File: src/rtl/alu_result_fifo.sv
// -----------------------------------------------------------------------------
// alu_result_fifo
//
// Four-entry first-word-fall-through FIFO. It buffers ALU results together
// with their opcode and a set of status flags that are computed on push.
//
// Optional feature (compile-time macro):
//   ALU_RES_PARITY_EN - when defined, P (out_flags[3]) holds the XOR of all
//                       eight res_in bits and is stored per entry. When the
//                       macro is undefined, P is tied to 0 and no storage is
//                       kept for it.
//
// Ports:
//   clk        in   1  rising-edge clock
//   rst_n      in   1  asynchronous active-low reset
//   ena        in   1  global enable; low holds every register
//   res_in     in   8  ALU result to store
//   res_op     in   3  opcode that produced res_in
//   res_valid  in   1  res_in/res_op valid this cycle
//   res_ready  out  1  FIFO can accept an entry (count != 4)
//   out_data   out  8  head entry result (0 when empty)
//   out_op     out  3  head entry opcode (0 when empty)
//   out_flags  out  4  head entry flags {P,N,C,Z} (0 when empty)
//   out_valid  out  1  head entry present (count != 0)
//   out_ready  in   1  consumer accepts head
//   count      out  3  occupancy 0..4
//   drop       out  1  sticky: a push was attempted while full
//   drop_clr   in   1  synchronous clear of drop
//
// Handshake: a transfer happens on a rising edge only when ena is high and
// both valid and ready are high on that side. valid never depends on ready.
// Full means no write-through, even if the head is popped on the same edge.
// -----------------------------------------------------------------------------
module alu_result_fifo (
    input  logic       clk,
    input  logic       rst_n,
    input  logic       ena,
    input  logic [7:0] res_in,
    input  logic [2:0] res_op,
    input  logic       res_valid,
    output logic       res_ready,
    output logic [7:0] out_data,
    output logic [2:0] out_op,
    output logic [3:0] out_flags,
    output logic       out_valid,
    input  logic       out_ready,
    output logic [2:0] count,
    output logic       drop,
    input  logic       drop_clr
);

`ifdef ALU_RES_PARITY_EN
    localparam int FLAG_W = 4;   // {P,N,C,Z}
`else
    localparam int FLAG_W = 3;   // {N,C,Z}; P is not stored
`endif

    logic [7:0]        data_mem [4];
    logic [2:0]        op_mem   [4];
    logic [FLAG_W-1:0] flag_mem [4];

    logic [1:0]        wr_ptr;
    logic [1:0]        rd_ptr;
    logic [2:0]        count_q;
    logic              drop_q;

    logic              push;
    logic              pop;
    logic [FLAG_W-1:0] push_flags;
    logic [FLAG_W-1:0] head_flags;

    assign res_ready = (count_q != 3'd4);
    assign out_valid = (count_q != 3'd0);
    assign count     = count_q;
    assign drop      = drop_q;

    assign push = ena && res_valid && res_ready;
    assign pop  = ena && out_valid && out_ready;

    // Z looks at the low nibble only, C flags anything shifted/carried into
    // the high nibble, N is bit 3 of the result.
    always_comb begin
        push_flags = '0;
`ifdef ALU_RES_PARITY_EN
        push_flags = {^res_in, res_in[3], |res_in[7:4], ~|res_in[3:0]};
`else
        push_flags = {res_in[3], |res_in[7:4], ~|res_in[3:0]};
`endif
    end

    always_ff @(posedge clk or negedge rst_n) begin
        if (!rst_n) begin
            wr_ptr  <= 2'd0;
            rd_ptr  <= 2'd0;
            count_q <= 3'd0;
            drop_q  <= 1'b0;
            for (int i = 0; i < 4; i++) begin
                data_mem[i] <= 8'd0;
                op_mem[i]   <= 3'd0;
                flag_mem[i] <= '0;
            end
        end else if (ena) begin
            if (push) begin
                data_mem[wr_ptr] <= res_in;
                op_mem[wr_ptr]   <= res_op;
                flag_mem[wr_ptr] <= push_flags;
                wr_ptr           <= wr_ptr + 2'd1;   // wraps 3 -> 0
            end
            if (pop) begin
                rd_ptr <= rd_ptr + 2'd1;             // wraps 3 -> 0
            end
            case ({push, pop})
                2'b10:   count_q <= count_q + 3'd1;
                2'b01:   count_q <= count_q - 3'd1;
                default: count_q <= count_q;
            endcase
            // A refused push outranks a clear on the same edge.
            if (res_valid && (count_q == 3'd4)) begin
                drop_q <= 1'b1;
            end else if (drop_clr) begin
                drop_q <= 1'b0;
            end
        end
    end

    // Head is presented straight from storage and masked to zero when empty.
    always_comb begin
        head_flags = '0;
        out_data   = 8'd0;
        out_op     = 3'd0;
        out_flags  = 4'd0;
        if (out_valid) begin
            head_flags = flag_mem[rd_ptr];
            out_data   = data_mem[rd_ptr];
            out_op     = op_mem[rd_ptr];
`ifdef ALU_RES_PARITY_EN
            out_flags  = head_flags;
`else
            out_flags  = {1'b0, head_flags};
`endif
        end
    end

endmodule

File: config.mk
export PLATFORM = sky130hd
export DESIGN_NAME = alu_result_fifo
export DESIGN_NICKNAME = d
export VERILOG_FILES = /design/src/rtl/alu_result_fifo.sv
export SDC_FILE = /design/constraint.sdc
export NUM_CORES = 1
export LEC_CHECK = 0
export CELL_PAD_IN_SITES_DETAIL_PLACEMENT = 0
export CELL_PAD_IN_SITES_GLOBAL_PLACEMENT = 1
export CORE_ASPECT_RATIO = 1.4
export CORE_UTILIZATION = 40
export DETAILED_ROUTE_END_ITERATION = 8
export PLACE_DENSITY = 0.7
export SYNTH_ARGS = -nofsm -noshare
export SYNTH_HDL_FRONTEND = slang
export SYNTH_SLANG_ARGS = --single-unit
File: constraint.sdc
create_clock -name clk -period 4.4 [get_ports clk]
set_clock_uncertainty 0.05 [all_clocks]
set_input_delay 1.32 -clock clk [delete_from_list [all_inputs] [get_ports clk]]
set_output_delay 1.32 -clock clk [all_outputs]
set_load 0.03 [all_outputs]
# Yosys cells after proc, flatten, opt, wreduce, memory -nomap -nowiden

Index checks and enable logic that the tools add are counted.

Bits in registers: 64
Input port bits: 17

Add/subtract/negate cells: 4
$lt $le $gt $ge: 3
Eq/ne operators: 4
Mux-type cells: 22
Bitwise operators: 2
Reductions and logical operators: 16

Operators by type and width:

| kind                  | count |
|---|---|
| $bwmux W32            | 1 |
| $mux W8               | 4 |
| $bwmux W12            | 2 |
| $mux W3               | 7 |
| $bmux W8 S2           | 1 |
| $demux W8 S2          | 1 |
| $bmux W3 S2           | 2 |
| $reduce_and A2 Y1     | 4 |
| $reduce_or A4 Y1      | 2 |
| $demux W3 S2          | 1 |
| $ge A3 B3 Y1 const B  | 2 |
| $logic_and A1 B1 Y1   | 6 |
| $not A2 Y3            | 2 |
| $pmux W3 S2           | 1 |
| $add A2 B1 Y2 const B | 2 |
| $reduce_bool A2 Y1    | 2 |
| $add A3 B1 Y3 const B | 1 |
| $eq A3 B3 Y1 const B  | 1 |
| $lt A3 B1 Y1 const B  | 1 |
| $ne A3 B3 Y1 const B  | 1 |
| $reduce_bool A3 Y1    | 1 |
| $sub A3 B1 Y3 const B | 1 |
| $eq A2 B1 Y1 const B  | 1 |
| $eq A2 B2 Y1 const B  | 1 |
| 2 further kinds       | 3 |

# Depth between registers and ports, before layout

Depth after elaboration: 6
Depth in mapped cells: 9
Mapped depth without buffers: 9

# Least setup slack after synthesis

No wires, ideal clock.

Path kind: reg2out
From: register count_q[1] (netlist: count[1])
To: output port out_flags[2]
Arrival time: 1,911 ps
Setup slack: 1,119 ps
Stages on the path, launching flop included: 5
Path buffers: 2
Cells stage by stage: dfrtp_1 -> or3_2 -> clkbuf_1 -> and2_1 -> buf_4

Cells in the longest elaborated chain, start to end: 2

Ends and longest elaborated chain:

| element                | line | text |
|---|---|---|
| start, declared        | 64   | `logic [2:0] count_q;` |
| start signal, assigned | 113  | `2'b10: count_q <= count_q + 3'd1;` |
| start signal, assigned | 114  | `2'b01: count_q <= count_q - 3'd1;` |
| start signal, assigned | 115  | `default: count_q <= count_q;` |
| $reduce_bool A3 Y1     | 73   | `assign out_valid = (count_q != 3'd0);` |
| net out_valid          | 45   | `output logic out_valid,` |
| $mux W3                | 132  | `if (out_valid) begin` |
| end, declared          | 44   | `output logic [3:0] out_flags,` |

The timed path passes the listed nets, and every way through them passes these cells.

# Worst setup path after layout

From: register rd_ptr[1]
To: output port out_data[7]

Cells in the longest elaborated chain, start to end: 5

Ends and longest elaborated chain:

| element                                     | line | text |
|---|---|---|
| start, declared                             | 63   | `logic [1:0] rd_ptr;` |
| start signal, assigned                      | 110  | `rd_ptr <= rd_ptr + 2'd1;` |
| $not A2 Y3 (not written as such)            | 134  | `out_data = data_mem[rd_ptr];` |
| $bmux W8 S2                                 | 134  |  |
| $mux W8 (not written as such) (2 in series) | 134  |  |
| $mux W8                                     | 132  |  |
| end, declared                               | 42   | `output logic [7:0] out_data,` |

No other way between the ends. The select of a mux whose other input is x is not followed.

==> results.cfg <==
[clock_network]
clk_pin_slew_ps = 60
cts-hold-fix-buffers = 0
cts_resized = 0
clkSinkCount = 60
post_cts.repair.setup_buffers = 0
cts_max_level = 3
numCtsBuffers = 9
cts_root_buffer = clkbuf_8
cts_tree = built
clockBufferDepth = 2
clkLatencyLatePin_ps = 330

[yosys]
yosysTopAreaCell = dfrtp_1
ys_seq_elements = 60
synthCells = 188
yosysTopAreaCellShare_pct = 49.5
yosysSeqAreaShare_pct = 49.5
yosys_warnings = 0
yosysUniqueCellTypes = 25
synth.avg_cell_area_um2 = 16.1
synth_area_leaders = dfrtp_1 (50%), mux2_4 (20%), mux4_2 (9.7%)
synth_fp_nets = 211
synth_area_um2 = 3030

[floorplanning]
core_area_um2 = 7360
num_io_pins = 38
dieArea_um2 = 7940
rows = 37
fp.dieH_um = 105
start_util_pct = 41.2
die_x_um = 75.6

[power]
p_leak_nw = 1.58
share_comb_of_total_power_pct = 49.8
finalPower_mw = 3.09
vdd_drop_max_uv = 407
powerDensity_nw_per_um2 = 834
seq_power_share_pct = 32.8
p_sw_mw = 1.07
clkPwrFrac_pct = 17.4
p_sw_share_pct = 34.5
p_int_mw = 2.02

[cells_and_area]
drive_gt1_share_pct = 40.1
stdcell_count = 334
antennaDiodeCount = 0
final_nets = 255
area_growth_pct = 22.0
stdcell_area_um2 = 3700
fill_cells = 636

[worst_setup_path]
crit_type = register to output pin
end_kind = output pin
reg2reg_from = count[0]
crit_arrival_ps = 2330
worstRegToRegCells = 9
crit_fanout = 14
worst_r2r_endpoint = count[2]
cp.required_ps = 3030
cp-start-kind = register
rrSetupSlack_ps = 2020

[place]
placed_area_um2 = 3480
portBuffers = 36
globalplace.congestion = 0.678
dp_hpwl_um = 3650
dp_cells = 318

[drt]
num_vias = 1675
drtIter0Drc = 94
drc = 0
drtPass1Iterations = 4
detail_route.vias_per_cell = 5.01
wirelength_um = 5590
wl_per_cell_um = 16.7
antenna_left = 0

[run]
cap_violations = 0

[timing]
clock.fmax_ghz = 0.270
whs_ps = 455
fin_crit_sh_pct = 84.1
drv_slew = 0
hold_violations = 0
rsz0062_at_grt = no
worst_pin_slew_ps = 740
setup-violations-final = 0
setup_tns_ps = 0
relSlewSlack_pct = 50.7
finalCriticalPeriod_ps = 3700

[global_route]
grt_pass1_vias = 1764
met2_usage_pct = 24.9
grtUsageMet3_pct = 5.21
grt_pass1_wl_um = 9400
grt_max_degree = 44
use_met1_pct = 22.2
antenna_found_initial = 0
busiest_layer = met2
globalRouteTotalUtil_pct = 16.6
grt-ovfl-total = 0

[min_path]
min_from = data_mem[15]
worstHoldPathCells = 1
min_to = data_mem[15]
hold_path.class = register to register

[status]
status = finished clean
==> power groups by stage <==
stage               registers (mW)  clock network, mW  logic [mW]
floorplan                    0.973                  0        1.13
CTS                           1.01              0.553        1.56
finish                        1.01              0.538        1.54
global route                  1.05              0.578        1.65
detailed placement            1.02                  0        1.55
global placement              1.02                  0        1.54
==> cells by family after synthesis <==
logic type / count (synthesis) / synth area share, %
mux: 66 / 34.3
buf+inv: 17 / 3.46
simple gates: 30 / 7.84
flops: 60 / 49.5
xor+xnor: 6 / 1.73
fa+ha+maj: 6 / 2.72
compound gates: 2 / 0.330
other cells: 1 / 0.124
==> metrics by stage <==
step           utilization (%)  worst slack (ps)
2_1_floorplan                -              1120
4_1_cts                   50.3               662
5_1_grt                   50.3               609
6_report                  50.3               698
3_5_place_dp              47.3               814
3_3_place_gp              47.3               876
==> sequential cells by signal, indices dropped and copies added (netlist names) <==
signal    flops
count         3
data_mem     32
drop          1
flag_mem      8
op_mem       12
rd_ptr        2
wr_ptr        2
==> cells in the mapped netlist <==
library cell / number
xor2_1: 3
dfrtp_1: 60
clkbuf_1: 1
nor2_1: 2
xnor2_1: 3
nand2b_1: 1
nand4_1: 1
or4_1: 1
or3_2: 1
and2_1: 13
conb_1: 1
buf_2: 3
buf_4: 2
nor4_1: 1
nor3b_4: 5
ha_1: 5
mux2_2: 13
and3_1: 1
mux4_2: 13
mux2_4: 40
nand2_1: 4
fa_1: 1
o21ai_0: 2
inv_1: 7
buf_6: 4
==> critical path, stage by stage, from the launching register on <==
cell and delay, ps:
dfrtp_1 820, mux4_2 420, and2_1 180, clkdlybuf4s50_1 580
==> cells in the final DEF, fill, tap and decap left out, types with 2 or more instances in the layout <==
cell type | Yosys | layout
and2_1 | 13 | 13
buf_4 | 2 | 7
bufinv_16 | 0 | 2
clkbuf_8 | 0 | 9
clkdlybuf4s50_1 | 0 | 35
clkinvlp_4 | 0 | 2
dfrtp_1 | 60 | 60
ha_1 | 5 | 5
inv_1 | 7 | 7
mux2_2 | 13 | 13
mux2_4 | 40 | 40
mux4_2 | 13 | 13
nand2_1 | 4 | 4
nor2_1 | 2 | 2
nor3b_4 | 5 | 5
o21ai_0 | 2 | 2
xnor2_1 | 3 | 3
xor2_1 | 3 | 3
==> metal layers <==
metal | wire length [µm] | up-vias
met4 | 61 | 0
met3 | 200 | 5
li1 | - | 755
met1 | 2460 | 883
met5 | 0 | -
met2 | 2870 | 32
==> cell type report <==
| class | count | area [µm²] | share of cell area, % |
|---|---|---|---|
| Clock buffer | 10 | 128 | 3.45 |
| Timing Repair Buffer | 43 | 408 | 11.0 |
| Sequential cell | 60 | 1500 | 40.6 |
| Tap cell | 97 | 121 | 3.28 |
| Inverter | 7 | 26.3 | 0.710 |
| Clock inverter | 6 | 88.8 | 2.40 |
| Multi-Input combinational cell | 111 | 1430 | 38.6 |
==> worst max-delay path by stage <==
| stage | startpoint | to | depth (start not counted) |
|---|---|---|---|
| CTS | rd_ptr[1] | out_data[7] | 3 |
| global route | rd_ptr[1] | out_flags[2] | 3 |
| floorplan | count[1] | out_flags[2] | 4 |
| finish | rd_ptr[1] | out_data[7] | 3 |
| detailed placement | ena | count[2] | 10 |
| global placement | ena | count[2] | 10 |
Power figures use the tool's default switching activity.
==> RTL edit 1, RTL diff (same settings) <==
Build with the macro `ALU_RES_PARITY_EN` defined.
--- a/src/rtl/alu_result_fifo.sv
+++ b/src/rtl/alu_result_fifo.sv
@@ -31,6 +31,8 @@
 // both valid and ready are high on that side. valid never depends on ready.
 // Full means no write-through, even if the head is popped on the same edge.
 // -----------------------------------------------------------------------------
+`define ALU_RES_PARITY_EN
+
 module alu_result_fifo (
     input  logic       clk,
     input  logic       rst_n,
Behaviour: not the same (a bounded check fails within 4 cycles, from zero or initial values and one cycle with rst_n low).
==> RTL edit 1 against the original RTL <==
- global-route usage is 0.39 points higher
- power rose by 10%
- area after synthesis rose by 9.8%
- combinational power rose by 5%
- sequential cell count up 4
- die area up 9.6%
- final area rose by 9.2%
- routed wire length is 12% higher
- worst setup slack got worse by 65 ps
- non-clock buffer count grew 1
- core utilization is 0.37 points lower
==> RTL edit 1: results (changes against the original RTL) <==
| Item | This run | Unit | vs unedited |
|:---|:---|:---|:---|
| Result of the run | finished clean | - |  |
| Depth of the CTS H-tree | 3 | - | unchanged |
| Placer congestion estimate | 0.7328 | - | +8.1% |
| Cell at the root of the clock tree | sky130_fd_sc_hd__clkbuf_16 | - |  |
| Antenna Cells | 0 | - | unchanged |
| Async set-or-reset flop fraction in the synthesized netlist | 1.000 | - | unchanged |
| Wire length of the first global-routing pass | 10740 | um | +14% |
| Cell types occupying the most area after synthesis | sky130_fd_sc_hd__dfrtp_1, sky130_fd_sc_hd__mux2_4, sky130_fd_sc_hd__mux4_2, sky130_fd_sc_hd__mux2_2, sky130_fd_sc_hd__ha_1 | - |  |
| Number of buffers created by CTS | 9 | - | unchanged |
| Adder-cell share of the synthesized area | 0.03983 | - | +0.01261 |
| Crit path largest cell delay | 590 | ps | -230 ps |
| # resized after CTS | 0 | - | unchanged |
| Post-synthesis compound-gate area fraction | 0.003006 | - | -0.0002939 |
| Pin count of the biggest net entering global routing | 43 | - | -2.3% |
| Starting DRC count in detailed routing | 58 | - | -38% |
| Length of the first detailed-routing pass in iterations | 4 | - | unchanged |
| Maximum clock path buffer count | 2 | - | unchanged |
| Hold WC Path Type | register to register | - |  |
| Critical path's slowest cell | sky130_fd_sc_hd__dfrtp_1 | - |  |
| Vias in the first global route | 2030 | - | +15% |
| Clock Latency Late Sink | 330 | ps | about the same |
| Number of warnings printed during yosys synthesis | 0 | - | unchanged |
| Final net count | 284 | - | +11% |
| Mux cell area share after synthesis | 0.3326 | - | -0.01024 |
| Mean instance size in the synthesized netlist | 15.34 | um^2 | -4.9% |
| Fraction of the yosys area taken by sequential cells | 0.4810 | - | -0.01403 |
| Post-detail-place hpwl | 4145 | um | +13% |
| Number of antenna violations at the first check in global routing | 0 | - | unchanged |
| Placed cells | 348 | - | +9.4% |
| Synth unique cells | 24 | - | -4.0% |
| Relative slew slack | 0.5029 | - | -0.004015 |
| Avg WL per Cell | 17.21 | um | +2.8% |
| Post-CTS setup-driven buffer insertion count | 0 | - | unchanged |
| Regs by FF count | data_mem (32), flag_mem (12), op_mem (12) | - |  |
| Clock slew at the register clock pins of the worst setup and hold paths | 50 | ps |  |
| Share of cells above drive strength 1 | 0.3550 | - | -0.04588 |
| Synthesized Nets | 244 | - | +16% |
| Static Leakage | 1.795 | nW | +14% |
| Arrival time of the worst setup path | 2400 | ps | +70 ps |
| Highest fanout seen on the critical path | 11 | - | -3 |
| Total wire length | 6265 | um | +12% |
| Fraction of synthesized cell area in xor and xnor cells | 0.02368 | - | +0.006349 |
| Maximum VDD drop | 383.8 | uV | -5.6% |
| Total routing resource utilization after global routing | 0.1700 | - | +0.003909 |
| Top cells by count, synth | sky130_fd_sc_hd__dfrtp_1, sky130_fd_sc_hd__mux2_4, sky130_fd_sc_hd__mux2_2 | - |  |
| Delay-heaviest family, CP | buffers and inverters | - |  |
| Number of I/O port buffers | 37 | - | +2.8% |
| Vias | 1815 | - | +8.4% |
RTL edit 1: changes by cell type in the layout (fill, tap and decap cells not counted), moves of 5 or more:
| cell | unedited run | this run |
|---|---|---|
| sky130_fd_sc_hd__clkbuf_16 | 0 | 9 |
| sky130_fd_sc_hd__inv_1 | 7 | 14 |
| sky130_fd_sc_hd__clkbuf_8 | 9 | 2 |
| sky130_fd_sc_hd__nor3b_4 | 5 | 0 |
RTL edit 1: layout make-up:
class	count	area, um^2
fillers	750	4059
flip-flops and latches	64	1602
multi-input cells	124	1516
repair buffers	44	442.9
clock buffers	13	260.3
well taps	102	127.6
inverters	14	52.55
clock inverters	3	40.04
RTL edit 1: final timing paths:
check / from / end / slack, ps / cells after the start
setup / recovery: rd_ptr[0] / out_flags[0] / 630 / 4
hold reg to reg: drop / drop / 440 / 2
setup reg to reg: count[0] / count[2] / 1990 / 8
min in group asynchronous: rst_n / op_mem[6] / 920 / 1
max in group asynchronous: rst_n / data_mem[11] / 2450 / 2
hold / removal: drop / drop / 440 / 2
RTL edit 1: stage by stage:
stage / hold slack [ps] / power (W) / worst slack [ps] / cell area, um^2
5_1_grt: 459.3 / 0.003615 / 499.4 / 4041
4_1_cts: 445.7 / 0.003447 / 592.1 / 4041
6_report: 441.4 / 0.003404 / 633.3 / 4041
2_1_floorplan: 425.1 / 0.002227 / 1116 / 3329
3_5_place_dp: 430.0 / 0.002723 / 876.4 / 3741
3_3_place_gp: 430.7 / 0.002703 / 858.4 / 3741
RTL edit 1: kinds of logic (layout without fill, tap and decap cells):
| group | Yosys count | after routing |
|---|---|---|
| flip-flops | 64 | 64 |
| AO/OA/AOI/OAI | 2 | 2 |
| AND/OR/NAND/NOR | 32 | 32 |
| adder cells (fa/ha/maj) | 10 | 10 |
| XOR/XNOR | 9 | 9 |
| multiplexers | 71 | 71 |
| buffers and inverters | 29 | 74 |
RTL edit 1: worst reg2reg max path: stages, from the launching register on:
cell and delay (ps):
sky130_fd_sc_hd__dfrtp_1 420, sky130_fd_sc_hd__or3_1 500, sky130_fd_sc_hd__and3_1 300, sky130_fd_sc_hd__ha_1 210, sky130_fd_sc_hd__inv_1 60, sky130_fd_sc_hd__fa_1 370, sky130_fd_sc_hd__xor2_1 150, sky130_fd_sc_hd__nor2_1 110
sky130_fd_sc_hd__xor2_1 160
RTL edit 1: where the power goes:
group	internal [W]	switching (W)	leakage, nW
sequential	0.000877	0.000212	0.767
clock	0.000467	0.000242	0.150
combinational	0.000923	0.000684	0.878
RTL edit 1: routing by layer:
metal / routed length, um / part of all wire / GRT usage
met5: 0 / 0 / 0
met4: 131 / 0.021 / 0.07532
met3: 150 / 0.024 / 0.03485
met2: 3301 / 0.53 / 0.2894
met1: 2680 / 0.43 / 0.2073
==> RTL edit 2, RTL diff (config.mk and constraints unchanged) <==
Made on the original files. Put one more register stage on the output `count`, without a reset. The value now appears one clock later. The other outputs are not delayed to match.
--- a/src/rtl/alu_result_fifo.sv
+++ b/src/rtl/alu_result_fifo.sv
@@ -71,7 +71,9 @@
 
     assign res_ready = (count_q != 3'd4);
     assign out_valid = (count_q != 3'd0);
-    assign count     = count_q;
+    always_ff @(posedge clk) begin
+        count <= count_q;
+    end
     assign drop      = drop_q;
 
     assign push = ena && res_valid && res_ready;
Formal check against the unedited RTL: not equivalent (Yosys sat finds a counterexample within 4 cycles, from zero or initial values and one cycle with rst_n low).
==> RTL edit 2 against the original RTL <==
- count of clock-buffer cells in the layout grew 3
- clock power grew 4.8%
- non-clock buffer count is 1 lower
- power rose by 2.2%
- worst setup slack got worse by 68 ps
- largest cell class unchanged
- sequential cell count rose by 3
- area after synthesis grew 2.0%
- routed wire length is 2.0% higher
- final area is 1.6% higher
==> RTL edit 2: results (changes against the original RTL) <==
| Item | This run | Unit | vs unedited |
|:---|:---|:---|:---|
| Synthesized Nets | 214 | - | +1.4% |
| Number of I/O port buffers | 36 | - | unchanged |
| Cell Area, Placed | 3536 | um^2 | +1.5% |
| Starting DRC count in detailed routing | 103 | - | +9.6% |
| Post-detail-place hpwl | 3656 | um | about the same |
| Async set-or-reset flop fraction in the synthesized netlist | 0.9524 | - | -0.04762 |
| Total routing resource utilization after global routing | 0.1596 | - | -0.006513 |
| Highest fanout seen on the critical path | 11 | - | -3 |
| Hold WC Path Type | register to register | - |  |
| Synth unique cells | 26 | - | +4.0% |
| Number of buffers created by CTS | 9 | - | unchanged |
| Pin count of the biggest net entering global routing | 42 | - | -4.5% |
| Setup Slack @ Placement | 843.9 | ps | +29.88 ps |
| Clock-net power | 0.000564 | W | +4.8% |
| Share of total power in combinational logic | 0.484 | - | -0.014 |
| Depth of the CTS H-tree | 3 | - | unchanged |
| Result of the run | finished clean | - |  |
| Arrival time of the worst setup path | 2400 | ps | +70 ps |
| Number of instances in the synthesized netlist | 191 | - | +1.6% |
| Wire length of the first global-routing pass | 9825 | um | +4.5% |
| Share of cells above drive strength 1 | 0.3891 | - | -0.01172 |
| Static Leakage | 1.612 | nW | +2.0% |
| Crit path largest cell delay | 580 | ps | -240 ps |
| Placer congestion estimate | 0.6833 | - | +0.83% |
| Vias in the first global route | 1877 | - | +6.4% |
| Delay-heaviest family, CP | buffers and inverters | - |  |
| Cell types occupying the most area after synthesis | sky130_fd_sc_hd__dfrtp_1, sky130_fd_sc_hd__mux2_4, sky130_fd_sc_hd__mux4_2, sky130_fd_sc_hd__mux2_2, sky130_fd_sc_hd__nor3b_4 | - |  |
| Vias | 1639 | - | -2.1% |
| Final net count | 257 | - | +0.78% |
| Critical path's slowest cell | sky130_fd_sc_hd__clkdlybuf4s50_1 | - |  |
| Internal cell power | 0.002089 | W | +3.4% |
| Clock slew at the register clock pins of the worst setup and hold paths | 60 | ps | about the same |
| Placed cells | 320 | - | +0.63% |
| Avg WL per Cell | 16.97 | um | +1.4% |
| Mean number of vias per cell | 4.878 | - | -2.7% |
| Relative slew slack | 0.5249 | - | +0.01791 |
| Maximum VDD drop | 433.5 | uV | +6.6% |
| Fraction of the yosys area taken by sequential cells | 0.5049 | - | +0.009805 |
## RTL edit 2: changes by cell type in the layout (fill, tap and decap cells not counted)
cell,before,now
sky130_fd_sc_hd__clkbuf_8,9,11
sky130_fd_sc_hd__buf_4,7,6
sky130_fd_sc_hd__clkinvlp_4,2,0
sky130_fd_sc_hd__clkinv_4,1,0
sky130_fd_sc_hd__clkbuf_1,1,2
sky130_fd_sc_hd__dfxtp_1,0,3
## RTL edit 2: path summary, 6_finish.rpt
check | from | endpoint | slack, ps | depth (start not counted)
setup / recovery | rd_ptr[0] | out_flags[1] | 630 | 4
hold / removal | count_q[2] | count[2] | 420 | 0
setup reg to reg | count_q[1] | count_q[1] | 1950 | 6
hold reg to reg | count_q[2] | count[2] | 420 | 0
max in group asynchronous | rst_n | flag_mem[0] | 2550 | 2
min in group asynchronous | rst_n | data_mem[7] | 870 | 1
## RTL edit 2: kinds of logic after synthesis
family | after synthesis | synth area share
AO/OA/AOI/OAI | 2 | 0.003236
XOR/XNOR | 6 | 0.01699
adder cells (fa/ha/maj) | 6 | 0.02670
buffers and inverters | 17 | 0.03398
flip-flops | 63 | 0.5049
multiplexers | 66 | 0.3362
other | 1 | 0.001212
AND/OR/NAND/NOR | 30 | 0.07687
## RTL edit 2: area by class of cell
class / count / area [um^2]
Fill cell: 675 / 3647
Sequential cell: 63 / 1562
Timing Repair Buffer: 42 / 400.4
Clock buffer: 13 / 158.9
Inverter: 7 / 26.28
Multi-Input combinational cell: 111 / 1426
Clock inverter: 3 / 65.06
Tap cell: 97 / 121.4
## RTL edit 2: per-layer routing
metal	routed length, um	share of wire	track usage	vias to the layer above
met5	0	0	0	-
met4	79	0.014	0.06181	0
met3	166	0.029	0.03948	5
met2	2749	0.48	0.2574	28
li1	-	-	-	761
met1	2707	0.47	0.2064	845
